`src/rtl/sram_stream_reader_if.sv`:
```
// rtl/sram_stream_reader_if.sv - SRAM port A and byte stream signal bundle for sram_stream_reader
interface sram_stream_reader_if #(
  parameter int SRAM_ADDR_WD = 8,
  parameter int SRAM_DATA_WD = 32
);
  logic                    sram_csb_a;
  logic [SRAM_ADDR_WD-1:0] sram_addr_a;
  logic [SRAM_DATA_WD-1:0] sram_dout_a;
  logic [7:0]              m_byte_o;
  logic                    m_valid_o;
  logic                    m_ready_i;

  // reader side: drives the SRAM request and the byte stream
  modport master (
    output sram_csb_a, sram_addr_a, m_byte_o, m_valid_o,
    input  sram_dout_a, m_ready_i
  );

  // environment side: SRAM macro port A plus the UART TX consumer
  modport slave (
    input  sram_csb_a, sram_addr_a, m_byte_o, m_valid_o,
    output sram_dout_a, m_ready_i
  );
endinterface

```
`src/rtl/sram_stream_reader.sv`:
```
// rtl/sram_stream_reader.sv - reads a block of SRAM port A words and streams them LSB-first as bytes; optional prefetch via SRAM_STREAM_PREFETCH_EN
module sram_stream_reader #(
  parameter int SRAM_ADDR_WD = 8,
  parameter int SRAM_DATA_WD = 32,
  parameter int RD_LAT       = 1
) (
  input  logic                  wb_clk_i,
  input  logic                  wb_rst_i,
  input  logic                  start_i,
  input  logic                  abort_i,
  input  logic [SRAM_ADDR_WD-1:0] base_addr_i,
  input  logic [SRAM_ADDR_WD:0]   len_i,
  output logic                  busy_o,
  output logic                  done_o,
  sram_stream_reader_if.master  bus
);
  localparam int         CW       = SRAM_ADDR_WD + 1;
  localparam logic [1:0] LAT_LAST = 2'(RD_LAT - 1);

  typedef enum logic [2:0] {S_IDLE, S_READ, S_WAIT, S_SEND, S_DONE} state_t;

  state_t                  state_q, state_n;
  logic [SRAM_ADDR_WD-1:0] base_q, base_n, addr_q, addr_n;
  logic [CW-1:0]           len_q, len_n, word_idx_q, word_idx_n, rd_cnt_q, rd_cnt_n;
  logic [1:0]              idx_q, idx_n, lat_q, lat_n;
  logic [SRAM_DATA_WD-1:0] word_q, word_n;
  logic                    csb_q, rd_pend_q, rd_pend_n;
  logic                    issue, fire, cap, more;
`ifdef SRAM_STREAM_PREFETCH_EN
  logic [SRAM_DATA_WD-1:0] hold_q, hold_n;
  logic                    hold_v_q, hold_v_n, cap_used;
`endif

  assign busy_o        = (state_q == S_READ) || (state_q == S_WAIT) || (state_q == S_SEND);
  assign done_o        = (state_q == S_DONE);
  assign bus.sram_csb_a  = csb_q;
  assign bus.sram_addr_a = addr_q;
  assign bus.m_valid_o   = (state_q == S_SEND);
  assign bus.m_byte_o    = word_q[{idx_q, 3'b000} +: 8];

  // next-state, read issue and outstanding-read tracking
  always_comb begin
    state_n    = state_q;
    base_n     = base_q;
    len_n      = len_q;
    word_idx_n = word_idx_q;
    rd_cnt_n   = rd_cnt_q;
    idx_n      = idx_q;
    word_n     = word_q;
    addr_n     = addr_q;
    issue      = 1'b0;
    fire       = (state_q == S_SEND) && bus.m_ready_i;
    cap        = rd_pend_q && (lat_q == LAT_LAST);
    more       = (word_idx_q + 1'b1) < len_q;
`ifdef SRAM_STREAM_PREFETCH_EN
    hold_n     = hold_q;
    hold_v_n   = hold_v_q;
    cap_used   = 1'b0;
`endif

    case (state_q)
      S_IDLE, S_DONE: begin
        state_n = S_IDLE;
        if (start_i) begin
          if (len_i == '0) begin
            state_n = S_DONE;
          end else begin
            base_n     = base_addr_i;
            len_n      = len_i;
            word_idx_n = '0;
            rd_cnt_n   = '0;
            idx_n      = 2'd0;
            state_n    = S_READ;
          end
        end
      end
      S_READ: state_n = S_WAIT;
      S_WAIT: begin
        if (cap) begin
          word_n  = bus.sram_dout_a;
          idx_n   = 2'd0;
          state_n = S_SEND;
        end
      end
      S_SEND: begin
        if (fire) begin
          idx_n = idx_q + 2'd1;
          if (idx_q == 2'd3) begin
            if (more) begin
              word_idx_n = word_idx_q + 1'b1;
`ifdef SRAM_STREAM_PREFETCH_EN
              if (hold_v_q) begin
                word_n   = hold_q;
                hold_v_n = 1'b0;
              end else if (cap) begin
                word_n   = bus.sram_dout_a;
                cap_used = 1'b1;
              end else begin
                state_n = S_WAIT;
              end
`else
              state_n = S_READ;
`endif
            end else begin
              state_n = S_DONE;
            end
          end
        end
`ifdef SRAM_STREAM_PREFETCH_EN
        if (cap && !cap_used) begin
          hold_n   = bus.sram_dout_a;
          hold_v_n = 1'b1;
        end
`endif
      end
      default: state_n = S_IDLE;
    endcase

    // abort wins over everything else and drops any in-flight data
    if (busy_o && abort_i) begin
      state_n = S_IDLE;
      idx_n   = 2'd0;
`ifdef SRAM_STREAM_PREFETCH_EN
      hold_v_n = 1'b0;
`endif
    end

    if (state_n == S_READ) issue = 1'b1;
`ifdef SRAM_STREAM_PREFETCH_EN
    // fetch the next word while the current one drains, one read in flight at most
    if ((state_n == S_SEND) && (idx_n != 2'd0) && !rd_pend_q && csb_q &&
        !hold_v_n && (rd_cnt_q < len_q))
      issue = 1'b1;
`endif
    if (issue) begin
      addr_n   = base_n + rd_cnt_n[SRAM_ADDR_WD-1:0];
      rd_cnt_n = rd_cnt_n + 1'b1;
    end

    // a read becomes outstanding on the edge the SRAM samples csb low
    rd_pend_n = rd_pend_q;
    lat_n     = lat_q;
    if (!csb_q) begin
      rd_pend_n = 1'b1;
      lat_n     = 2'd0;
    end else if (cap) begin
      rd_pend_n = 1'b0;
    end else if (rd_pend_q) begin
      lat_n = lat_q + 2'd1;
    end
    if (busy_o && abort_i) rd_pend_n = 1'b0;
  end

  // state and datapath registers
  always_ff @(posedge wb_clk_i) begin
    if (wb_rst_i) begin
      state_q    <= S_IDLE;
      base_q     <= '0;
      len_q      <= '0;
      word_idx_q <= '0;
      rd_cnt_q   <= '0;
      idx_q      <= 2'd0;
      lat_q      <= 2'd0;
      word_q     <= '0;
      addr_q     <= '0;
      csb_q      <= 1'b1;
      rd_pend_q  <= 1'b0;
`ifdef SRAM_STREAM_PREFETCH_EN
      hold_q     <= '0;
      hold_v_q   <= 1'b0;
`endif
    end else begin
      state_q    <= state_n;
      base_q     <= base_n;
      len_q      <= len_n;
      word_idx_q <= word_idx_n;
      rd_cnt_q   <= rd_cnt_n;
      idx_q      <= idx_n;
      lat_q      <= lat_n;
      word_q     <= word_n;
      addr_q     <= addr_n;
      csb_q      <= !issue;
      rd_pend_q  <= rd_pend_n;
`ifdef SRAM_STREAM_PREFETCH_EN
      hold_q     <= hold_n;
      hold_v_q   <= hold_v_n;
`endif
    end
  end
endmodule

```
`src/flat_wrapper.sv`:
```
// flat-port wrapper written by rule: the top's interface ports become plain ports
module sram_stream_reader_flat 
#(
  parameter int SRAM_ADDR_WD = 8,
  parameter int SRAM_DATA_WD = 32,
  parameter int RD_LAT       = 1
)
  (wb_clk_i, wb_rst_i, start_i, abort_i, base_addr_i, len_i, busy_o, done_o, bus_sram_csb_a, bus_sram_addr_a, bus_m_byte_o, bus_m_valid_o, bus_sram_dout_a, bus_m_ready_i);
  sram_stream_reader_if #(.SRAM_ADDR_WD(SRAM_ADDR_WD), .SRAM_DATA_WD(SRAM_DATA_WD)) bus_i ();
  input  logic wb_clk_i;
  input  logic wb_rst_i;
  input  logic start_i;
  input  logic abort_i;
  input  logic [SRAM_ADDR_WD-1:0] base_addr_i;
  input  logic [SRAM_ADDR_WD:0] len_i;
  output logic busy_o;
  output logic done_o;
  output wire logic [$bits(bus_i.sram_csb_a)-1:0] bus_sram_csb_a;
  output wire logic [$bits(bus_i.sram_addr_a)-1:0] bus_sram_addr_a;
  output wire logic [$bits(bus_i.m_byte_o)-1:0] bus_m_byte_o;
  output wire logic [$bits(bus_i.m_valid_o)-1:0] bus_m_valid_o;
  input wire logic [$bits(bus_i.sram_dout_a)-1:0] bus_sram_dout_a;
  input wire logic [$bits(bus_i.m_ready_i)-1:0] bus_m_ready_i;
  assign bus_sram_csb_a = bus_i.sram_csb_a;
  assign bus_sram_addr_a = bus_i.sram_addr_a;
  assign bus_m_byte_o = bus_i.m_byte_o;
  assign bus_m_valid_o = bus_i.m_valid_o;
  assign bus_i.sram_dout_a = bus_sram_dout_a;
  assign bus_i.m_ready_i = bus_m_ready_i;
  sram_stream_reader #(.SRAM_ADDR_WD(SRAM_ADDR_WD), .SRAM_DATA_WD(SRAM_DATA_WD), .RD_LAT(RD_LAT)) u_core (.wb_clk_i(wb_clk_i), .wb_rst_i(wb_rst_i), .start_i(start_i), .abort_i(abort_i), .base_addr_i(base_addr_i), .len_i(len_i), .busy_o(busy_o), .done_o(done_o), .bus(bus_i));
endmodule
```
`config.mk`:
```
export PLATFORM = sky130hd
export DESIGN_NAME = sram_stream_reader_flat
export DESIGN_NICKNAME = d
export VERILOG_FILES = /design/src/rtl/sram_stream_reader_if.sv /design/src/rtl/sram_stream_reader.sv /design/src/flat_wrapper.sv
export SDC_FILE = /design/constraint.sdc
export NUM_CORES = 1
export LEC_CHECK = 0
export CORE_MARGIN = 2
export CORE_UTILIZATION = 40
export DETAILED_ROUTE_END_ITERATION = 10
export GPL_ROUTABILITY_DRIVEN = 0
export PLACE_DENSITY = 0.62
export SETUP_SLACK_MARGIN = 0.05
export SLEW_MARGIN = 10
export SYNTH_ARGS = -nofsm -noshare
export SYNTH_HDL_FRONTEND = slang
export SYNTH_SLANG_ARGS = --single-unit
```
`constraint.sdc`:
```
create_clock -name wb_clk_i -period 3.8 [get_ports wb_clk_i]
set_clock_uncertainty 0.1 [all_clocks]
set_input_delay 0.57 -clock wb_clk_i [delete_from_list [all_inputs] [get_ports wb_clk_i]]
set_output_delay 0.57 -clock wb_clk_i [all_outputs]
set_load 0.01 [all_outputs]
```
**After elaboration in Yosys (flattened, before gate mapping)**

Index checks and enable logic that the tools add are counted.

- Flip-flop bits (word level): 84

- Shifts and indexed selects: 1
- Mux-type cells: 29
- Reduce and logical (&&, ||, !) cells: 19
- Add/subtract/negate cells: 5
- $lt $le $gt $ge: 1
- Eq/ne operators: 13
- Bitwise operators: 3

Operators with widths:

| kind | count |
|---|---|
| $mux 9 | 9 |
| $shiftx 32x6->8 | 1 |
| $mux 8 | 3 |
| $mux 3 | 7 |
| $add 9x1->9 const B | 2 |
| $pmux 9 s2 | 1 |
| $pmux 3 s4 | 1 |
| $logic_not 9->1 | 1 |
| $lt 9x9->1 | 1 |
| $add 8x8->8 | 1 |
| $mux 2 | 4 |
| $ne 2x1->1 const B | 4 |
| $eq 3x1->1 const B | 2 |
| $eq 3x2->1 const B | 2 |
| $ne 2x2->1 const B | 3 |
| $pmux 2 s3 | 1 |
| $reduce_and 6->1 | 1 |
| $reduce_or 2->1 | 3 |
| $reduce_and 5->1 | 1 |
| $add 2x1->2 const B | 2 |
| $reduce_and 2->1 | 2 |
| $eq 3x3->1 const B | 1 |
| $logic_and 1x1->1 | 3 |
| $logic_not 3->1 | 1 |
| 9 further kinds | 14 |

**Longest topological paths before layout**

- Depth in word-level cells: 10
- Mapped depth: 14
- Gate-level depth less buffers: 12

**Least setup slack after synthesis**

No wires, ideal clock.

- Path kind: input port to flip-flop
- Start point: input len_i[5]
- End point: register u_core.addr_q[6], in the netlist u_core.bus.sram_addr_a[6]
- Required time: 3.628 ns
- Setup time: 0.072 ns
- Slack: 0.438 ns
- Cell stages on the path: 12
- Buffers on the path: 1
- Data arrival time: 3.190 ns
- Cell sequence: nor4_1 a31o_4 buf_2 and2_1 ha_1 inv_1 fa_1 nor2b_1 o2111a_1 nor3_1 or3b_2 mux2i_1

- Cells in the longest elaborated chain, start to end: 7

Ends and longest elaborated chain:

| element | line | source |
|---|---|---|
| from (decl) | flat_wrapper.sv:15 | `input logic [SRAM_ADDR_WD:0] len_i;` |
| $logic_not 9->1 * | sram_stream_reader.sv:65 | `if (len_i == '0) begin` |
| parallel branches: the longest is 6 deep, another holds $add 8x8->8 | -- |  |
| to (signal assigned) | sram_stream_reader.sv:181 | `addr_q <= addr_n;` |
| to (decl) | sram_stream_reader.sv:23 | `logic [SRAM_ADDR_WD-1:0] base_q, base_n, addr_q, addr_n;` |

Mark *: on every way between the ends.
A chain may end at the register's enable or synchronous reset.

**Final worst setup path**

- Start point: register u_core.word_idx_q[0]
- End point: register u_core.rd_cnt_q[4]

- Cells in the longest elaborated chain, start to end: 10

Ends and longest elaborated chain:

| element | line | source |
|---|---|---|
| from (decl) | sram_stream_reader.sv:24 | `logic [CW-1:0] len_q, len_n, word_idx_q, word_idx_n, rd_cnt_q, rd_cnt_n;` |
| from (signal assigned) | sram_stream_reader.sv:176 | `word_idx_q <= word_idx_n;` |
| $add 9x1->9 | sram_stream_reader.sv:54 | `more = (word_idx_q + 1'b1) < len_q;` |
| $lt 9x9->1 | sram_stream_reader.sv:54 |  |
| $mux 3 | sram_stream_reader.sv:89 | `if (more) begin` |
| $mux 3 | sram_stream_reader.sv:88 | `if (idx_q == 2'd3) begin` |
| $mux 3 | sram_stream_reader.sv:86 | `if (fire) begin` |
| $pmux 3 s4 | sram_stream_reader.sv:61 | `case (state_q)` |
| $mux 3 | sram_stream_reader.sv:120 | `if (busy_o && abort_i) begin` |
| $eq 3x1->1 | sram_stream_reader.sv:128 | `if (state_n == S_READ) issue = 1'b1;` |
| $mux 1 | sram_stream_reader.sv:128 |  |
| $mux 9 | sram_stream_reader.sv:135 | `if (issue) begin` |
| to (signal assigned) | sram_stream_reader.sv:177 | `rd_cnt_q <= rd_cnt_n;` |
| to (decl) | sram_stream_reader.sv:24 |  |

No other way between the ends.

==> flow_summary.toml <==
[setup_path]
r2r_cells = 12
end_kind = "register"
reg2reg_from = "u_core.word_idx_q[0]"
cp.required_ns = 3.95
crit_fanout = 12
crit_arrival_ns = 3.73
crit_path_start_kind = "register"
critPathKind = "register to register"
reg2reg_slack_ns = 0.22
timing.rr.end = "u_core.rd_cnt_q[4]"

[timing]
fin_crit_ns = 3.577
hold_viol = 0
fmax_mhz = 279.6
worst_slew_pin_slew_ns = 0.6680
rsz0062_at_grt = "false"
post-route-period-util_pct = 94.13
slew_violations = 0
fin_ws_ns = 0.2232
setup_viol = 0
holdWs_ns = 0.3598
relSlewSlack_pct = 55.41
finalSetupTns_ns = 0

[placed_design]
place_inst = 745
port_buffers = 73
dp_hpwl_um = 8113
dp_slack_ns = -0.02461

[die]
die_w_um = 108.5
dieArea_um2 = 11770
rows = 38
die_h_um = 108.5
initial_core_util_pct = 40.65
core_um2 = 10750
pin_count = 74

[power_and_ir_drop]
max-vdd-ir-drop_mv = 0.2111
pwr_density_cell_nw_per_um2 = 379.1
power_leakage_uw = 0.002177
power_uw = 2143

[synth]
async_flop_share_pct = 0
avgSynthCellArea_um2 = 8.210
syn_inst = 532
yosysTopAreaCell = "dfxtp_1"
synth_compound_area_share_pct = 16.87
synthSimpleGateAreaFrac_pct = 24.35
synth.most_common_cell = "nand2_1"
synth_nets = 606
ys_top_cells_by_area = "dfxtp_1, nand2_1, a21oi_1"
yosysUniqueCellTypes = 64
yosysWarnings = 0
synth.ff_latch_count = 83
synthAdderAreaFrac_pct = 5.901
synthMuxAreaShare_pct = 7.677
synth_ff_type = "dfxtp_1"
synth_top_family_by_area = "simple AND/OR/NAND/NOR gates"
synthTopCellsByCount = "nand2_1, dfxtp_1, a21oi_1, nor2_1, clkbuf_1"
synthXorXnorAreaFrac_pct = 2.406
synth-edff-count = 0
yosysTopAreaCellShare_pct = 38.04
synth.cell_area_um2 = 4368
ys_seq_area_share_pct = 38.04

[drt]
ant_nets = 0
wire_per_inst_um = 14.70
vias = 4012
vias_per_cell = 5.265
wirelength_um = 11210
first_pass_iters = 4
remaining_drc_errors = 0
drt_iter0_markers = 219

[cts]
numCtsBuffers = 9
h-tree-depth = 3
cts_tree = "done"
clkSinkCount = 83
cts.clk_slew.worst_paths_ns = 0.09
clock_path_buffers = 2
cts_root_buf = "clkbuf_8"
clk_latency_ns = 0.36

[finish]
layout-drive-gt1-share_pct = 11.90
fin_nets = 691
final_cells = 762
antenna_cells = 0
fillCellCount = 1043
syn2layout_area_growth_pct = 29.39

[global_routing]
grt_max_degree = 59
grt_usage_pct = 19.72
grt_pass1_wl_um = 18420
overflow = 0
antenna_found_initial = 0
grt_pass1_vias = 3806

[flow_run]
cap_violations = 0

[min_path]
holdCritStartpoint = "u_core.word_q[26]"
hold_class = "register to register"
holdPathStages = 2
min_to = "u_core.word_q[26]"

[outcome]
outcome = "completed"
[kinds of logic (layout without fill, tap and decap cells)]
kind of cell / count (synthesis) / in the layout
compound gates: 111 / 111
xor+xnor: 12 / 12
fa+ha+maj: 20 / 20
buf+inv: 49 / 139
flops: 83 / 83
mux: 23 / 23
simple gates: 234 / 234
[sequential cells by signal, summed over array words and instances (netlist names)]
signal                  count
u_core.bus.sram_csb_a       1
u_core.bus.sram_addr_a      8
u_core.word_q              32
u_core.rd_cnt_q             8
u_core.state_q              3
u_core.idx_q                2
u_core.base_q               8
u_core.rd_pend_q            1
u_core.len_q                9
u_core.lat_q                2
u_core.word_idx_q           9
[metal layers]
| layer | up-vias | routed length (µm) | GRT usage [%] |
|---|---|---|---|
| met5 | - | 0 | 0 |
| met4 | 0 | 132 | 5.403 |
| met3 | 14 | 563 | 4.762 |
| met2 | 97 | 5113 | 31.56 |
| met1 | 1870 | 5396 | 26.54 |
| li1 | 2031 | - | - |
[cell type report]
type | instances | area [µm²] | area share, %
Clock buffer | 10 | 127.6 | 2.258
Clock inverter | 6 | 136.4 | 2.413
Inverter | 20 | 75.07 | 1.328
Multi-Input combinational cell | 400 | 2524 | 44.65
Sequential cell | 83 | 1663 | 29.42
Tap cell | 140 | 175.2 | 3.099
Timing Repair Buffer | 103 | 950.9 | 16.83
[metrics by stage]
step / area (µm²) / utilization (%)
floorplan: 4368 / -
global placement: 5359 / 49.87
detailed placement: 5359 / 49.87
CTS: 5629 / 52.39
global route: 5652 / 52.60
finish: 5652 / 52.60
[cells in the final DEF, fill, tap and decap left out, types with 2 or more instances in the layout]
master and instances:
o32a_1 2, and4_1 3, a31oi_1 2, xor2_1 4, nand2_1 133, and3_1 4, nand4_1 4, inv_1 19
o2111ai_1 5, clkbuf_8 9, o21a_1 5, o21ai_0 10, bufinv_16 4, clkdlybuf4s50_1 72, nor2_1 24, a21o_1 4
xnor2_1 8, and2_1 13, nand3_1 19, nand4b_1 4, a21oi_1 55, o2bb2ai_1 3, mux2i_1 11, mux4_2 8
mux2_2 3, or3_1 6, ha_1 19, a211oi_1 2, nor3_1 9, dfxtp_1 82, nor2b_1 3, or2_2 2
buf_4 30, o211ai_1 3
[worst max-delay path, cell delays in order, from the launching register on]
cell      delay, ns
dfxtp_2        0.37
ha_1           0.24
nand3_2        0.14
or2_2          0.37
nor2_2         0.17
xor2_1         0.25
ha_1           0.32
a21o_1         0.20
a311oi_2       0.30
o21ai_0        0.14
buf_4          0.21
a211oi_1       0.28
mux2_2         0.37
[repair_timing]
item                                    4_1_cts  5_1_grt
buffers inserted                              0        1
resized for setup                             2        4
pin swaps                                     0        1
hold buffers                                  0        0
endpoints found under the setup margin        1       11
[worst max-delay path by stage]
stage / startpoint / to / slack [ns] / cells after the start
2_1_floorplan: len_i[5] / u_core.bus.sram_addr_a[6] / 0.44 / 12
3_3_place_gp: start_i / u_core.bus.sram_addr_a[3] / -0.08 / 12
3_5_place_dp: u_core.word_idx_q[0] / u_core.bus.sram_addr_a[3] / -0.02 / 12
4_1_cts: u_core.word_idx_q[0] / u_core.rd_cnt_q[5] / 0.08 / 12
5_1_grt: u_core.word_idx_q[0] / u_core.word_idx_q[2] / 0.06 / 12
6_report: u_core.word_idx_q[0] / u_core.rd_cnt_q[4] / 0.22 / 12
[where the power goes]
group	total, µW	switching [µW]	internal (µW)
clock network	837	331	506
registers	924	21.9	902
logic	382	200	183
total	2140	552	1590
No activity file was read; power rests on OpenSTA's default activity.
==> variant, RTL diff (config.mk and constraints unchanged) <==
Add a define of `SRAM_STREAM_PREFETCH_EN`.
--- a/src/rtl/sram_stream_reader.sv
+++ b/src/rtl/sram_stream_reader.sv
@@ -1,2 +1,4 @@
 // rtl/sram_stream_reader.sv - reads a block of SRAM port A words and streams them LSB-first as bytes; optional prefetch via SRAM_STREAM_PREFETCH_EN
+`define SRAM_STREAM_PREFETCH_EN
+
 module sram_stream_reader #(
Behaviour: not the same (Yosys sat finds a counterexample within 10 cycles, from zero or initial values and one cycle with wb_rst_i high).
==> variant against the original RTL <==
- sequential power up 39%
- final area up 35%
- setup slack better by 160 ps
- total power up 54%
- sequential cell count up 34
- synthesized cell count up 31%
- final cell count up 27%
- count of clock-buffer cells in the layout up 15
- wire length up 40%
- synthesized area up 39%
- via count up 32%
- largest cell class unchanged
- critical path depth up 1
- hold slack worse by 3.4 ps
==> variant: results (changes against the original RTL) <==
| Metric | Value |
|---|---|
| Post-synthesis sequential area ratio | 38.7% (was 38.0%) |
| Clock tree buffer depth | 2 (unchanged) |
| First-pass GRT wire length | 26,400 um (was 18,400 um) |
| DRT Wirelength | 15,700 um (was 11,200 um) |
| Commonest cells in the netlist | 117 x dfxtp_1, 66 x nor2_1, 58 x nand2_1 (was 133 x nand2_1, 83 x dfxtp_1, 55 x a21oi_1) |
| Port Buffer Count | 73 (unchanged) |
| Worst min-delay path class | reg -> reg (unchanged) |
| Count of cell types in the netlist | 67 (was 64) |
| Post-synth top flop | dfxtp_1 (unchanged) |
| Final nets | 849 (was 691) |
| Worst IR drop on VDD | 0.321 mV (was 0.211 mV) |
| Post-Place Worst Slack | 19.4 ps (was -24.6 ps) |
| H-tree depth | 4 (was 3) |
| Largest net degree at the start of global routing | 107 (was 59) |
| Synth Warn # | 0 (unchanged) |
| Clock Latency Late Sink | 410 ps (was 360 ps) |
| Asr flop ratio synth | 0% (unchanged) |
| Dominant cells by area after synthesis | dfxtp_1 39%, mux2i_1 5.6%, ha_1 5.6% (was dfxtp_1 38%, nand2_1 11%, a21oi_1 6.3%) |
| Status | complete, no violations (unchanged) |
| DR iter-0 viols | 393 (was 219) |
| Max Fanout on Critical Path | 19 (was 12) |
| Post-CTS Setup Bufs | 0 (unchanged) |
| Share of cells above drive strength 1 | 10.3% (was 11.9%) |
| Via density | 5.50 (was 5.27) |
| Worst-path clk slew | 50 ps (was 90 ps) |
| Leak | 3.11 nW (was 2.18 nW) |
| Dpl cell area | 7010 um^2 (was 5360 um^2) |
| Root Buffer | clkbuf_16 (was clkbuf_8) |
| Post-DP HPWL | 10,700 um (was 8110 um) |
| Fillcell total | 1,355 (was 1,043) |
| Antenna violations before repair | 0 (unchanged) |
| Rel. slew slack | 24.4% (was 55.4%) |
| GRT Total Usage | 20.3% (was 19.7%) |
| Pre-antenna DRT Iters | 8 (was 4) |
| Syn nets | 781 (was 606) |
| Top Registers | u_core.hold_q (32), u_core.word_q (32) (was u_core.word_q (32), u_core.len_q (9), u_core.word_idx_q (9)) |
| CTS buffer count | 17 (was 9) |
| ANT cells | 0 (unchanged) |
| Arrival @ worst endpoint | 3620 ps (was 3730 ps) |
| DRT antenna net count | 0 (unchanged) |
| Vias in the first global route | 5,391 (was 3,806) |
-- variant: cell count changes after synthesis, sizes merged, moves of 32 or more --
cell    unedited run  this run
nand2            133        59
nor2              25        66
o21ai             12        50
inv               19        54
a221oi             0        32
dfxtp             83       117
-- variant: timing repair --
| item | 4_1_cts | 5_1_grt |
|---|---|---|
| hold buffers | 0 | 0 |
| endpoints found under the hold margin | 0 | 0 |
| resized for setup | 0 | 2 |
| endpoints found under the setup margin | 0 | 1 |
-- variant: kinds of logic after synthesis --
kind of cell	synth area share (%)
fa+ha+maj	5.91
compound gates	18.9
flops	38.7
mux	8.97
xor+xnor	1.88
buf+inv	6.40
simple gates	19.3
-- variant: layout make-up --
cell class / count / area (um^2) / share of cell area (%)
flip-flops and latches: 117 / 2340 / 30.8
inverters: 54 / 203 / 2.66
clock inverters: 7 / 95.1 / 1.25
multi-input cells: 484 / 3350 / 44.1
well taps: 184 / 230 / 3.03
repair buffers: 93 / 891 / 11.7
clock buffers: 25 / 495 / 6.51
-- variant: final timing paths --
check,start,end,slack (ps),depth (start not counted)
max,u_core.word_idx_q[1],u_core.rd_cnt_q[5],380,13
min,u_core.len_q[5],u_core.len_q[5],360,2
max reg2reg,u_core.word_idx_q[1],u_core.rd_cnt_q[5],380,13
min reg2reg,u_core.len_q[5],u_core.len_q[5],360,2
-- variant: metal layers --
metal,track usage (%),routed length (um)
met3,5.19,665
met2,33.7,7520
met1,25.9,7330
met5,0,0
met4,6.21,182
-- variant: worst max-delay path, stage by stage (launching register included) --
cell,delay (ps)
dfxtp_1,340
ha_1,180
and3_1,200
nand3_1,180
nor2_1,170
xor2_1,210
ha_1,290
a21oi_1,190
o21ai_0,110
nor2_1,220
a21oi_1,150
o211a_4,340
nor3_1,270
mux2_2,370
-- variant: where the power goes --
| group | internal (mW) | switching (mW) |
|---|---|---|
| clock | 1.03 | 0.547 |
| sequential | 1.26 | 0.0214 |
| combinational | 0.190 | 0.239 |
-- variant: stage by stage --
stage,cells,power (mW)
3_5_place_dp,932,1.73
4_1_cts,964,3.32
3_3_place_gp,932,1.72
2_1_floorplan,699,1.55
6_report,964,3.29
5_1_grt,964,3.43
